[config.mk]
export PLATFORM = sky130hd
export DESIGN_NAME = sram_port_arbiter
export DESIGN_NICKNAME = d
export VERILOG_FILES = /design/src/rtl/sram_port_arbiter.sv
export SDC_FILE = /design/constraint.sdc
export NUM_CORES = 1
export LEC_CHECK = 0
export ABC_AREA = 1
export BUFFER_PORTS_ARGS = -buffer_cell sky130_fd_sc_hd__buf_2
export CORE_AREA = 2 2 75 85
export CTS_CLUSTER_DIAMETER = 150
export DETAILED_ROUTE_END_ITERATION = 7
export DIE_AREA = 0 0 77 87
export PLACE_DENSITY = 0.79
export SLEW_MARGIN = 20
export SYNTH_ARGS = -nofsm -noshare
export SYNTH_HDL_FRONTEND = slang
export SYNTH_SLANG_ARGS = --single-unit
[constraint.sdc]
create_clock -name clk_i -period 1.5 [get_ports clk_i]
set_clock_uncertainty 0.05 [all_clocks]
set_input_delay 0.3 -clock clk_i [delete_from_list [all_inputs] [get_ports clk_i]]
set_output_delay 0.3 -clock clk_i [all_outputs]
set_load 0.05 [all_outputs]
[src/rtl/sram_port_arbiter.sv]
// Two-master arbiter for a single-port synchronous SRAM.
// m0 (CPU data) and m1 (UART loader) share the SRAM; round-robin in FREE,
// with an optional lock that keeps ownership for read-modify-write sequences.
// Optional per-master grant counters are built when SRAM_ARB_STATS_EN is defined.
module sram_port_arbiter #(
  parameter int unsigned ADR_WIDTH  = 12,
  parameter int unsigned DATA_WIDTH = 16
) (
  input  logic                  clk_i,
  input  logic                  rst_n_i,
  input  logic                  m0_req_i,
  input  logic                  m1_req_i,
  input  logic                  m0_we_i,
  input  logic                  m1_we_i,
  input  logic [ADR_WIDTH-1:0]  m0_adr_i,
  input  logic [ADR_WIDTH-1:0]  m1_adr_i,
  input  logic [DATA_WIDTH-1:0] m0_wdat_i,
  input  logic [DATA_WIDTH-1:0] m1_wdat_i,
  input  logic                  m0_lock_i,
  input  logic                  m1_lock_i,
  output logic                  m0_gnt_o,
  output logic                  m1_gnt_o,
  output logic                  m0_rvalid_o,
  output logic                  m1_rvalid_o,
  output logic [DATA_WIDTH-1:0] m0_rdat_o,
  output logic [DATA_WIDTH-1:0] m1_rdat_o,
  output logic                  sram_en_o,
  output logic                  sram_we_o,
  output logic [ADR_WIDTH-1:0]  sram_adr_o,
  output logic [DATA_WIDTH-1:0] sram_wdat_o,
  input  logic [DATA_WIDTH-1:0] sram_rdat_i,
  output logic [15:0]           m0_cnt_o,
  output logic [15:0]           m1_cnt_o
);

  typedef enum logic [1:0] {StFree, StLock0, StLock1} state_e;

  state_e                state_q, state_d;
  logic                  rr_q, rr_d;
  logic                  gnt0, gnt1;
  logic                  rvalid0_q, rvalid1_q;
  logic [DATA_WIDTH-1:0] rdat0_q, rdat1_q;

  // State, round-robin pointer and read-return tracking
  always_ff @(posedge clk_i or negedge rst_n_i) begin
    if (!rst_n_i) begin
      state_q   <= StFree;
      rr_q      <= 1'b0;
      rvalid0_q <= 1'b0;
      rvalid1_q <= 1'b0;
      rdat0_q   <= '0;
      rdat1_q   <= '0;
    end else begin
      state_q   <= state_d;
      rr_q      <= rr_d;
      rvalid0_q <= gnt0 & ~m0_we_i;
      rvalid1_q <= gnt1 & ~m1_we_i;
      // Hold the last returned word so rdat stays stable between reads
      if (rvalid0_q) rdat0_q <= sram_rdat_i;
      if (rvalid1_q) rdat1_q <= sram_rdat_i;
    end
  end

  // Grant decision and next-state; grants are forced low while in reset
  always_comb begin
    gnt0    = 1'b0;
    gnt1    = 1'b0;
    state_d = state_q;
    rr_d    = rr_q;
    if (rst_n_i) begin
      unique case (state_q)
        StFree: begin
          if (m0_req_i && (!m1_req_i || !rr_q)) gnt0 = 1'b1;
          else if (m1_req_i)                    gnt1 = 1'b1;
          if (gnt0) begin
            rr_d = 1'b1;
            if (m0_lock_i) state_d = StLock0;
          end
          if (gnt1) begin
            rr_d = 1'b0;
            if (m1_lock_i) state_d = StLock1;
          end
        end
        StLock0: begin
          gnt0 = m0_req_i;
          if (!m0_lock_i) state_d = StFree;
        end
        StLock1: begin
          gnt1 = m1_req_i;
          if (!m1_lock_i) state_d = StFree;
        end
        default: state_d = StFree;
      endcase
    end
  end

  // SRAM port mux; everything zero when nobody is granted
  always_comb begin
    sram_we_o   = 1'b0;
    sram_adr_o  = '0;
    sram_wdat_o = '0;
    if (gnt0) begin
      sram_we_o   = m0_we_i;
      sram_adr_o  = m0_adr_i;
      sram_wdat_o = m0_wdat_i;
    end else if (gnt1) begin
      sram_we_o   = m1_we_i;
      sram_adr_o  = m1_adr_i;
      sram_wdat_o = m1_wdat_i;
    end
  end

  assign m0_gnt_o    = gnt0;
  assign m1_gnt_o    = gnt1;
  assign sram_en_o   = gnt0 | gnt1;
  assign m0_rvalid_o = rvalid0_q;
  assign m1_rvalid_o = rvalid1_q;
  // SRAM data arrives the cycle after the enable, so pass it straight through
  assign m0_rdat_o   = rvalid0_q ? sram_rdat_i : rdat0_q;
  assign m1_rdat_o   = rvalid1_q ? sram_rdat_i : rdat1_q;

`ifdef SRAM_ARB_STATS_EN
  logic [15:0] cnt0_q, cnt1_q;

  // Saturating grant counters
  always_ff @(posedge clk_i or negedge rst_n_i) begin
    if (!rst_n_i) begin
      cnt0_q <= '0;
      cnt1_q <= '0;
    end else begin
      if (gnt0 && cnt0_q != 16'hFFFF) cnt0_q <= cnt0_q + 16'd1;
      if (gnt1 && cnt1_q != 16'hFFFF) cnt1_q <= cnt1_q + 16'd1;
    end
  end

  assign m0_cnt_o = cnt0_q;
  assign m1_cnt_o = cnt1_q;
`else
  assign m0_cnt_o = '0;
  assign m1_cnt_o = '0;
`endif

endmodule
==> flow_summary.yaml <==
routing:
  wl_met2_um: 3970
  drt-pass1-iter-count: 4
  wl_per_cell_um: 14.9
  drtIter0Drc: 70
  wirelength_met1_um: 2530
  drc: 0
  maxUsedRoutingLayer: "met4"
  via_per_inst: 4.70
  postRouteAntennaNets: 0
  met3_length_um: 540
  postRouteWirelength_um: 7140
  vias: 2252
yosys:
  post-synth-top-area-cell: "dfrtp_1"
  syn_area_sq_um: 2270
  yosysUniqueCellTypes: 19
  yosysMostFrequentCell: "nand3_1"
  synthTopCellsByArea: "dfrtp_1, mux2_2, nand3_1"
  synth_top_area_share_pct: 40.7
  synth_seq_area_share_pct: 40.7
  ys_async_sr_fraction_pct: 100
  dominantRegCellSynth: "dfrtp_1"
  syn_inst: 243
  ys_seq_elements: 37
  yosys-top-cells-count: "nand3_1, nand2_1, dfrtp_1"
  synth_edf_count: 0
  yosysWarnings: 0
  avgSynthCellArea_sq_um: 9.36
critical_path:
  crit_path_end_kind: "output pin"
  path_cells: "inv_2 -> buf_4 -> nand3_2 -> buf_12 -> nand3_1 -> nand2_2 -> buf_8"
  slowest_delay_ns: 0.39
  worst_r2r_path_depth: 6
  cp.depth: 7
  crit_type: "reg -> out"
  crit_buf_inv: 4
  cp_max_fo: 21
  cpMaxStageDelayCell: "dfrtp_1"
  cp-start-kind: "flip-flop"
  required_ns: 1.15
  path_delay_family: "buffers and inverters"
  cp.arrival_ns: 1.49
power_and_ir_drop:
  swShare_pct: 50.1
  p_seq_share_pct: 19.7
  power_density_nw_per_um2: 2180
  p_leak_nw: 2.02
  pwr-share-clk_pct: 8.6
  finalPower_mw: 8.37
  combPwrFrac_pct: 71.7
  p_int_mw: 4.17
  p_switching_mw: 4.20
  max-vdd-ir-drop_mv: 1.11
clock_network:
  cts.htree.levels: 2
  insertion_delay_ns: 0.29
  root_buffer: "clkbuf_8"
  hold_buffers: 0
  clockBufferDepth: 2
  cts_inserted_buffers: 5
  clk_pin_slew_ns: 0.08
  cts_sinks: 37
  tritoncts: "built"
finish:
  layout-drive-gt1-share_pct: 63.2
  post-route-util_pct: 64.7
  fillerInstances: 472
  stdcell_area_sq_um: 3840
  diodes: 0
  area_delta_synth_final_pct: 68.8
  layout.nets: 478
place:
  portBuffers: 145
  gp_congestion: 0.749
  hpwl_um: 4870
  place_area_sq_um: 3180
  preCtsSetupSlack_ns: -0.110
timing:
  rsz0062_at_grt: "true"
  fin_ws_ns: -0.344
  period_needed_ns: 1.84
  finalMaxSlewViolations: 0
  finalSetupViolCount: 64
  clock.fmax_ghz: 0.542
  period_share_pct: 123
  hold_viol_final: 0
die:
  die-area_sq_um: 6700
  chipHeight_um: 87
  start_util_pct: 38.4
  fp.dieW_um: 77
  core_sq_um: 5930
  ioPinCount: 178
  rows: 30
global_route:
  grt_pass1_wl_um: 10700
  grt_pass1_vias: 2238
  grt_max_degree: 41
  grt_usage_pct: 20.2
  antenna_found_initial: 0
  grt.overflow.total: 0
hold_path:
  hold_class: "in -> async"
flow_run:
  drv_cap: 0
status:
  violations: "setup timing"
  status: "finished, violations left"
[flip-flops by register name, summed over array words and instances (netlist names)]
name and cells:
m0_rvalid_o 1, m1_rvalid_o 1, rdat0_q 16, rdat1_q 16
rr_q 1, state_q 2
[stage by stage]
step                TNS [ns]  hold slack (ns)  instances
global placement       -1.75            0.357        465
global route          -19.57           0.0796        479
CTS                   -16.84           0.0477        474
floorplan              -1.27          -0.0456        274
detailed placement     -2.17            0.364        465
finish                -16.06           0.0407        479
[metal layers]
layer | up-vias | GRT usage (%)
met3 | 13 | 5.19
met4 | 0 | 5.19
li1 | 1050 | -
met1 | 1065 | 22.1
met5 | - | 0
met2 | 124 | 38.9
[what timing repair did]
action,CTS,global route
buffers inserted,0,3
cloned,1,2
gates resized for setup,143,7
setup endpoints to repair,64,66
pin swaps,0,2
[cell type report]
| class | count | area, sq um | area share [%] |
|---|---|---|---|
| well taps | 80 | 100 | 2.61 |
| clock inverters | 1 | 7.51 | 0.196 |
| inverters | 8 | 30.0 | 0.782 |
| flip-flops and latches | 37 | 930 | 24.2 |
| repair buffers | 165 | 1430 | 37.2 |
| clock buffers | 7 | 86.3 | 2.25 |
| multi-input cells | 181 | 1260 | 32.7 |
[placed cells by master, fill, tap and decap left out, types with 3 or more instances in the layout]
cell type / n
buf_12: 8
inv_2: 4
inv_1: 4
buf_4: 10
nand2_1: 11
nand3_2: 3
buf_6: 61
nor2_1: 5
clkbuf_8: 6
mux2_4: 32
nand2_2: 33
buf_8: 3
dfrtp_2: 3
dfrtp_1: 34
buf_2: 79
nand3_1: 57
conb_1: 32
[power by group through the flow]
stage	registers, mW	clock network, mW	logic (mW)
2_1_floorplan	1.62	0	3.84
3_3_place_gp	1.61	0	4.71
3_5_place_dp	1.65	0	4.78
4_1_cts	1.64	0.741	5.85
5_1_grt	1.70	0.775	6.22
6_report	1.65	0.717	6.00
[path summary, 6_finish.rpt]
path,to,slack [ns],startpoint
setup / recovery,sram_wdat_o[12],-0.34,state_q[1]
hold / removal,m0_rvalid_o,0.04,rst_n_i
setup reg to reg,rr_q,0.21,state_q[0]
hold reg to reg,rdat1_q[7],0.45,rdat1_q[7]
max in group asynchronous,m1_rvalid_o,1.00,rst_n_i
min in group clk_i,m0_rvalid_o,0.11,m0_we_i
[cell families after synthesis]
| kind of cell | after synthesis | synth area share (%) |
|---|---|---|
| flops | 37 | 40.7 |
| compound gates | 2 | 0.440 |
| buf+inv | 56 | 18.8 |
| other cells | 1 | 0.165 |
| simple gates | 115 | 24.1 |
| mux | 32 | 15.8 |
(Power assumes the default switching activity.)
